**src/rtl/mem_arb_pkg.sv**
```systemverilog
// -----------------------------------------------------------------------------
// mem_arb_pkg
// Shared types for the instruction/data memory port arbiter.
//   arb_mode_t   : arbitration mode (data-first, or fetch forced ahead)
//   rsp_owner_t  : which requester owns a read response in flight
//   RSP_LAT      : cycles from grant to rvalid (grant at N, rvalid at N+2)
//   rsp_owner_of : maps this cycle's grant to the owner of its response
// -----------------------------------------------------------------------------
package mem_arb_pkg;

   typedef enum logic {
      ARB_DM   = 1'b0,
      FORCE_IF = 1'b1
   } arb_mode_t;

   typedef enum logic [1:0] {
      OWN_NONE = 2'd0,
      OWN_IF   = 2'd1,
      OWN_DM   = 2'd2
   } rsp_owner_t;

   localparam int RSP_LAT = 2;

   // Stores produce no response, so only fetches and loads claim an owner.
   function automatic rsp_owner_t rsp_owner_of(input logic if_gnt,
                                                input logic dm_gnt,
                                                input logic dm_we);
      rsp_owner_t owner;
      owner = OWN_NONE;
      if (if_gnt) begin
         owner = OWN_IF;
      end else if (dm_gnt && !dm_we) begin
         owner = OWN_DM;
      end
      return owner;
   endfunction

endpackage

```
**src/rtl/mem_arb_rsp_pipe.sv**
```systemverilog
// -----------------------------------------------------------------------------
// mem_arb_rsp_pipe
// Carries the owner of each granted read down a two-stage pipeline so the RAM
// read data (valid the cycle after the grant) is steered to the right
// requester and registered, giving rvalid two cycles after the grant.
// Ports:
//   clk, rst              : clock, synchronous active-low reset
//   owner_in              : owner of the access granted this cycle
//   mem_rdata             : RAM read data (valid one cycle after a read grant)
//   if_rvalid / if_rdata  : fetch response (registered)
//   dm_rvalid / dm_rdata  : load response (registered)
//   dbg_owner             : owner currently waiting on the RAM (stage N+1)
// -----------------------------------------------------------------------------
module mem_arb_rsp_pipe
   import mem_arb_pkg::*;
#(
   parameter int DATA_W = 32
)
(
   input  logic              clk,
   input  logic              rst,
   input  rsp_owner_t        owner_in,
   input  logic [DATA_W-1:0] mem_rdata,
   output logic              if_rvalid,
   output logic [DATA_W-1:0] if_rdata,
   output logic              dm_rvalid,
   output logic [DATA_W-1:0] dm_rdata,
   output rsp_owner_t        dbg_owner
);

   // Stage N+1: owner of the read the RAM is returning this cycle.
   rsp_owner_t        owner_d,     owner_q;
   // Stage N+2: registered response per requester.
   logic              if_rvalid_d, if_rvalid_q;
   logic              dm_rvalid_d, dm_rvalid_q;
   logic [DATA_W-1:0] if_rdata_d,  if_rdata_q;
   logic [DATA_W-1:0] dm_rdata_d,  dm_rdata_q;

   always_comb begin
      owner_d     = owner_in;
      if_rvalid_d = (owner_q == OWN_IF);
      dm_rvalid_d = (owner_q == OWN_DM);
      // rdata only updates for its own owner and holds otherwise.
      if_rdata_d  = if_rdata_q;
      dm_rdata_d  = dm_rdata_q;
      if (owner_q == OWN_IF) begin
         if_rdata_d = mem_rdata;
      end
      if (owner_q == OWN_DM) begin
         dm_rdata_d = mem_rdata;
      end
   end

   // Reset drops both stages, so responses in flight never appear.
   always_ff @(posedge clk) begin
      if (!rst) begin
         owner_q     <= OWN_NONE;
         if_rvalid_q <= 1'b0;
         dm_rvalid_q <= 1'b0;
         if_rdata_q  <= '0;
         dm_rdata_q  <= '0;
      end else begin
         owner_q     <= owner_d;
         if_rvalid_q <= if_rvalid_d;
         dm_rvalid_q <= dm_rvalid_d;
         if_rdata_q  <= if_rdata_d;
         dm_rdata_q  <= dm_rdata_d;
      end
   end

   assign if_rvalid = if_rvalid_q;
   assign if_rdata  = if_rdata_q;
   assign dm_rvalid = dm_rvalid_q;
   assign dm_rdata  = dm_rdata_q;
   assign dbg_owner = owner_q;

endmodule

```
**src/rtl/mem_port_arbiter.sv**
```systemverilog
// -----------------------------------------------------------------------------
// mem_port_arbiter
// Shares one single-port synchronous RAM between instruction fetch (IF) and
// the MEM-stage load/store port (DM). Data wins by default; after STARVE_MAX
// consecutive denied fetch cycles the fetch is forced ahead once, then data
// priority returns. Reads respond two cycles after the grant.
//
// Handshake: a requester raises *_req with stable fields and keeps them until
// it sees *_gnt high in the same cycle; that cycle's rising edge accepts the
// access. *_gnt is combinational from *_req and the arbiter state. *_rvalid
// pulses for one cycle with the read data and has no back-pressure.
//
// Ports:
//   clk, rst                    : clock, synchronous active-low reset
//   if_req/if_addr/if_gnt       : fetch request, address, grant
//   if_rvalid/if_rdata          : fetch response
//   dm_req/dm_we/dm_addr/dm_wdata/dm_gnt : data request and grant
//   dm_rvalid/dm_rdata          : load response (no response for stores)
//   mem_en/mem_we/mem_addr/mem_wdata/mem_rdata : RAM port
//   fetch_stall                 : fetch requested but not granted
//   dbg_mode/dbg_starve_cnt     : arbitration state for observation
// -----------------------------------------------------------------------------
module mem_port_arbiter
   import mem_arb_pkg::*;
#(
   parameter int ADDR_W     = 32,
   parameter int DATA_W     = 32,
   parameter int STARVE_MAX = 4,
   parameter int CNT_W      = 4
)
(
   input  logic              clk,
   input  logic              rst,
   // fetch requester
   input  logic              if_req,
   input  logic [ADDR_W-1:0] if_addr,
   output logic              if_gnt,
   output logic              if_rvalid,
   output logic [DATA_W-1:0] if_rdata,
   // data requester
   input  logic              dm_req,
   input  logic              dm_we,
   input  logic [ADDR_W-1:0] dm_addr,
   input  logic [DATA_W-1:0] dm_wdata,
   output logic              dm_gnt,
   output logic              dm_rvalid,
   output logic [DATA_W-1:0] dm_rdata,
   // RAM port
   output logic              mem_en,
   output logic              mem_we,
   output logic [ADDR_W-1:0] mem_addr,
   output logic [DATA_W-1:0] mem_wdata,
   input  logic [DATA_W-1:0] mem_rdata,
   // hazard unit
   output logic              fetch_stall,
   // observation
   output logic              dbg_mode,
   output logic [CNT_W-1:0]  dbg_starve_cnt
);

   localparam logic [CNT_W-1:0] STARVE_LAST = CNT_W'(STARVE_MAX - 1);

   arb_mode_t        mode_d, mode_q;
   logic [CNT_W-1:0] starve_cnt_d, starve_cnt_q;
   logic             fetch_denied;
   rsp_owner_t       owner_now;
   rsp_owner_t       owner_pipe;

   // ---------------------------------------------------------------- state
   always_ff @(posedge clk) begin
      if (!rst) begin
         mode_q       <= ARB_DM;
         starve_cnt_q <= '0;
      end else begin
         mode_q       <= mode_d;
         starve_cnt_q <= starve_cnt_d;
      end
   end

   // ----------------------------------------------------------- next state
   assign fetch_denied = if_req & ~if_gnt;

   always_comb begin
      mode_d       = mode_q;
      starve_cnt_d = starve_cnt_q;
      if (fetch_denied) begin
         if (starve_cnt_q != STARVE_LAST) begin
            starve_cnt_d = starve_cnt_q + CNT_W'(1);
         end
         // The STARVE_MAX-th consecutive denial arms the forced fetch.
         if ((mode_q == ARB_DM) && (starve_cnt_q == STARVE_LAST)) begin
            mode_d = FORCE_IF;
         end
      end else begin
         // Fetch granted or no longer requesting: starvation episode is over.
         starve_cnt_d = '0;
         mode_d       = ARB_DM;
      end
   end

   // -------------------------------------------------------------- outputs
   always_comb begin
      if_gnt    = 1'b0;
      dm_gnt    = 1'b0;
      mem_addr  = '0;
      mem_wdata = '0;
      if (rst) begin
         if (mode_q == FORCE_IF) begin
            if (if_req) begin
               if_gnt = 1'b1;
            end else if (dm_req) begin
               dm_gnt = 1'b1;
            end
         end else begin
            if (dm_req) begin
               dm_gnt = 1'b1;
            end else if (if_req) begin
               if_gnt = 1'b1;
            end
         end
      end
      if (dm_gnt) begin
         mem_addr  = dm_addr;
         mem_wdata = dm_wdata;
      end else if (if_gnt) begin
         mem_addr  = if_addr;
      end
   end

   assign mem_en      = if_gnt | dm_gnt;
   assign mem_we      = dm_gnt & dm_we;
   assign fetch_stall = rst & if_req & ~if_gnt;
   assign owner_now   = rsp_owner_of(if_gnt, dm_gnt, dm_we);

   assign dbg_mode       = mode_q;
   assign dbg_starve_cnt = starve_cnt_q;

   // ------------------------------------------------------- response path
   mem_arb_rsp_pipe #(
      .DATA_W (DATA_W)
   ) u_rsp_pipe (
      .clk       (clk),
      .rst       (rst),
      .owner_in  (owner_now),
      .mem_rdata (mem_rdata),
      .if_rvalid (if_rvalid),
      .if_rdata  (if_rdata),
      .dm_rvalid (dm_rvalid),
      .dm_rdata  (dm_rdata),
      .dbg_owner (owner_pipe)
   );

   // The in-flight owner is kept visible for waveform debug only.
   logic unused_owner;
   assign unused_owner = ^owner_pipe;

endmodule

```
**config.mk**
```make
export PLATFORM = sky130hd
export DESIGN_NAME = mem_port_arbiter
export DESIGN_NICKNAME = d
export VERILOG_FILES = /design/src/rtl/mem_arb_pkg.sv /design/src/rtl/mem_arb_rsp_pipe.sv /design/src/rtl/mem_port_arbiter.sv
export SDC_FILE = /design/constraint.sdc
export NUM_CORES = 1
export LEC_CHECK = 0
export BUFFER_PORTS_ARGS = -buffer_cell sky130_fd_sc_hd__buf_4
export CORE_AREA = 4 4 103 105
export CTS_BUF_LIST = sky130_fd_sc_hd__clkbuf_4 sky130_fd_sc_hd__clkbuf_8
export DETAILED_ROUTE_END_ITERATION = 7
export DIE_AREA = 0 0 107 109
export PLACE_DENSITY = 0.73
export SLEW_MARGIN = 25
export SYNTH_ARGS = -nofsm -noshare
export SYNTH_HDL_FRONTEND = slang
export SYNTH_SLANG_ARGS = --single-unit
export TNS_END_PERCENT = 10
```
**constraint.sdc**
```tcl
create_clock -name clk -period 2.8 [get_ports clk]
set_input_delay 0.14 -clock clk [delete_from_list [all_inputs] [get_ports clk]]
set_output_delay 0.14 -clock clk [all_outputs]
set_load 0.005 [all_outputs]
```
After elaboration in Yosys (flattened, before gate mapping)

Cells that the tools add are included.

Output and inout port bits: 140
Register bits after elaboration: 73
Logic and storage cells: 39

$add $sub $neg: 1
Reductions and logical operators: 5
Muxes and demuxes: 13
Equal/unequal tests: 4
Bitwise operators: 8

Operator list:

| kind                  | count |
|---|---|
| $mux W32              | 3 |
| $mux W1               | 9 |
| $add A4 B1 Y4 const B | 1 |
| $and A1 B1 Y1         | 4 |
| $eq A4 B2 Y1 const B  | 1 |
| $ne A4 B2 Y1 const B  | 1 |
| $not A1 Y1            | 3 |
| $eq A2 B1 Y1 const B  | 1 |
| $eq A2 B2 Y1 const B  | 1 |
| $logic_and A1 B1 Y1   | 2 |
| $mux W2               | 1 |
| $reduce_and A2 Y1     | 1 |
| $reduce_or A2 Y1      | 1 |
| $logic_not A1 Y1      | 1 |
| $or A1 B1 Y1          | 1 |

Logic depth before layout (Yosys ltp)

Depth after elaboration: 7
Depth in mapped cells: 5
Mapped depth without buffers: 4

Hierarchy

Synthesis repeated with hierarchy kept, for this count alone.

Cell total of the unflattened synthesis: 356
Area total of the unflattened synthesis: 3329.4 sq um

Modules (own cells, without submodules):

| module           | sequential area each (sq um) | area an instance (sq um) | times used | cells an instance |
|---|---|---|---|---|
| mem_arb_rsp_pipe | 1361.3                       | 2546.2                   | 1          | 254 |
| mem_port_arbiter | 100.1                        | 783.3                    | 1          | 102 |

Least setup slack after synthesis

OpenSTA, ideal clock, no wires.

Path type: reg2reg
Start point: register starve_cnt_q[0], in the netlist dbg_starve_cnt[0]
End point: register starve_cnt_q[1], in the netlist dbg_starve_cnt[1]
Data arrival time: 1.163 ns
Slack: 1.516 ns
Library setup time: 0.121 ns
Required time: 2.679 ns
Cell stages (with the launch flop): 5
Path through: dfxtp_1 -> ha_1 -> nor3b_1 -> mux2i_1 -> nor2_1

Word-level cells in the longest chain between the ends: 1
Elaborated cells on any way between the ends: 2
Classes of those cells: 1 x add/sub; 1 x eq/ne

Ends and longest elaborated chain:

| item                                                 | line                                           | RTL |
|---|---|---|
| start: declaration                                   | mem_port_arbiter.sv:64                         | `logic [CNT_W-1:0] starve_cnt_d, starve_cnt_q;` |
| start signal: assignment                             | mem_port_arbiter.sv:76                         | `starve_cnt_q <= starve_cnt_d;` |
| $add A4 B1 Y4 / $ne A4 B2 Y1 (equally long branches) | mem_port_arbiter.sv:88, mem_port_arbiter.sv:87 |  |

Several ways; a longest one is shown, not always the timed one.
A chain may end at the register's enable or synchronous reset.

Final worst setup path

Start point: register mode_q, in the netlist dbg_mode
End point: output mem_addr[16]

Word-level cells in the longest chain between the ends: 4
Elaborated cells on any way between the ends: 6
Classes of those cells: 6 x mux

Ends and longest elaborated chain:

| item                     | line                    | RTL |
|---|---|---|
| start: declaration       | mem_port_arbiter.sv:63  | `arb_mode_t mode_d, mode_q;` |
| start signal: assignment | mem_port_arbiter.sv:75  | `mode_q <= mode_d;` |
| $mux W1                  | mem_port_arbiter.sv:108 | `if (mode_q == FORCE_IF) begin` |
| $mux W1                  | mem_port_arbiter.sv:107 | `if (rst) begin` |
| $mux W32                 | mem_port_arbiter.sv:125 | `end else if (if_gnt) begin` |
| $mux W32 *               | mem_port_arbiter.sv:122 | `if (dm_gnt) begin` |
| end: declaration         | mem_port_arbiter.sv:51  | `output logic [ADDR_W-1:0] mem_addr,` |

Every way passes the cells marked *; elsewhere a longest branch is shown, timed or not.

==> run metrics <==
Clock Sinks 73; first-pass GRT wire length 19.9 mm; min-delay worst type primary input to flop; Final Slew Violations 0; Clock Skew 10.1 ps; GRT Util Overall 22.6%; post-CTS setup repair buffer count 0; initial antenna violation count 2; Distinct cells, synth 25; Synth top cells by count nand2_1 (130), dfxtp_1 (73), a21boi_0 (62); total power 2.41 mW; synthesized area 0.00324 mm²; Finished Layout Cells 788; TritonCTS buffer count 9; area leader, netlist dfxtp_1; setup ws final 931 ps; top cell type's share of synthesized area 45.1%; final non-filler cell area 0.00559 mm²; Synth Instances 390; sequence of cells on the critical path a21oi_4 > buf_4 > a22o_1 > buf_4; EDFF count, synth 0; worst hold slack 26.0 ps; VDD IR max 0.000274 V; largest net degree at the start of global routing 68; Initial Utilization 33.6%; die height 109 µm; crit path launch type flop; mux cell area share after synthesis 0.309%; Slew headroom 61.8%; wirelength, routed 13.9 mm; Metal-1 WL 4.89 mm; met3 routed WL 1.67 mm; via/cell ratio 4.65; H-tree lvl count 3; DR top layer met5; top-count cell post-synth nand2_1; Hold Buf Count CTS 1; compound-cell area share of the yosys netlist 24.6%; leak pwr 2.61 nW; I/O pin count 273; XOR/XNOR share of the synthesized area 0.541%; simple-gate share of the synthesized area 24.3%; CP max stage delay 470 ps; RSZ-0062 raised after global routing false; crit end category output pin; asr flop ratio synth 0%; Worst-Skew Late Latency 340 ps; status finished, final reports clean; MaxCap Viol Count 0; fmax 0.535 GHz; WS Path Type flop to output pin; Detail Placement HPWL 11.3 mm; Final Setup Violations 0; Crit path top cell by count buf_4; Place WS 1160 ps; main combinational cell family by area after synthesis compound AO/OA/AOI/OAI gates; clk slew on worst S/H paths 70 ps; via count 3661; Slowest cell on crit path buf_4; die area 0.0117 mm²; met2 WL post-DR 6.92 mm; post-layout min period 1870 ps; worst-margin pin slew 573 ps; Longest Clk Path Bufs 2; dpl cells 771; post-cts sizing count 0; Antenna Nets Post-Route 0; Worst Path Arrival 1730 ps; CTS tree built; adder-cell share of the synthesized area 0.386%; Final Net Count 784; PD cells 431 mW/mm²; syn_area_per_cell 8.30 µm²; CP top delay family buffers and inverters; Final Hold Viols 0; vias in the first global route 3614; Net Count, Synth 524; 1st-iter DRT viols 163; drt wl/cell 17.6 µm; setup tns final 0 ps; core area 0.00964 mm²; area grow syn2layout 72.6%; DRC 0; root buf cell clkbuf_8; final-layout fill cell count 923; ranking of synthesized cells by area dfxtp_1 (45%), nand2_1 (15%), a21boi_0 (14%); IO buf count 272; placed cell areas 0.00537 mm²; fin crit share 66.8%; global placer's final weighted congestion 0.877; grt ovf 0; Req. time, crit path 2660 ps; drt pass-1 iters 4; synthesis-stage register bit count 73; row count 36; register area share after synthesis 45.1%; CP bufs+invs 2; yosys warns 0; maximum fanout along the worst path 67; most used flip-flop cell after synthesis dfxtp_1; post-layout util 58.0%; Die Wd 107 µm; share of layout cells above drive strength 1 45.6%; Antenna Diode Count 0
## cell families after synthesis
logic type	Yosys count
and+or+nand+nor	179
muxes	1
DFF	73
buffers and inverters	33
AOI/OAI and AO/OA	101
xor gates and xnor gates	2
adders and majority gates	1
## cells in the final DEF, fill, tap and decap left out
cell	instances
a21boi_0	62
clkbuf_8	11
dfxtp_1	73
a21oi_2	1
a22o_1	32
mux2i_1	1
nor2b_1	2
dlygate4sd3_1	1
nand2b_1	3
nor2_1	3
xor2_1	2
nand2_1	130
a21oi_1	2
and2_1	35
nor2b_2	2
buf_4	279
clkinvlp_4	2
nand4_1	1
a21oi_4	1
clkinv_4	1
nor3b_1	1
nand3b_1	1
a21boi_1	2
ha_1	1
nand3_1	1
o21a_1	1
inv_1	2
bufinv_16	1
inv_6	1
## path summary, 6_finish.rpt
check | startpoint | endpoint | slack [ps] | cells after the start
setup / recovery | dbg_mode$_SDFFE_PN0P_ | mem_addr[16] | 930 | 4
hold / removal | dm_req | u_rsp_pipe.dbg_owner[0]$_SDFF_PN0_ | 30 | 2
setup reg to reg | u_rsp_pipe.dbg_owner[0]$_SDFF_PN0_ | u_rsp_pipe.if_rdata[26]$_SDFFE_PN0P_ | 1180 | 4
hold reg to reg | u_rsp_pipe.dm_rdata[14]$_SDFFE_PN0P_ | u_rsp_pipe.dm_rdata[14]$_SDFFE_PN0P_ | 460 | 2
## per-layer routing
layer	global-route usage [%]	vias up
li1	-	1811
met1	24.0	1653
met2	38.0	165
met3	12.4	28
met4	7.85	4
met5	0	-
## power breakdown
group          switching, mW  internal [mW]  total (mW)  leakage, nW
combinational          0.179          0.274       0.453         1.92
sequential            0.0188           1.07        1.09        0.593
clock                  0.400          0.465       0.865        0.102
total                  0.598           1.81        2.41         2.61
## area by class of cell
| cell class | count | area (µm²) | area share (%) |
|---|---|---|---|
| Multi-Input combinational cell | 284 | 1640 | 29.3 |
| Clock inverter | 5 | 62.6 | 1.12 |
| Tap cell | 133 | 166 | 2.98 |
| Timing Repair Buffer | 280 | 2100 | 37.6 |
| Clock buffer | 11 | 151 | 2.71 |
| Inverter | 2 | 7.51 | 0.134 |
| Sequential cell | 73 | 1460 | 26.1 |
## worst register-to-register path, cell delays in order, from the launching register on
cell and delay [ps]:
dfxtp_1 370, nor2b_2 510, buf_4 370, nand2_1 90, a21boi_0 200
## registers in the layout, summed over array words and instances, names as in the netlist
register and flops:
dbg_mode 1, u_rsp_pipe.dm_rvalid 1, u_rsp_pipe.if_rdata 32, u_rsp_pipe.if_rvalid 1, u_rsp_pipe.dm_rdata 32, dbg_starve_cnt 4
u_rsp_pipe.dbg_owner 2
(Power assumes the default switching activity.)
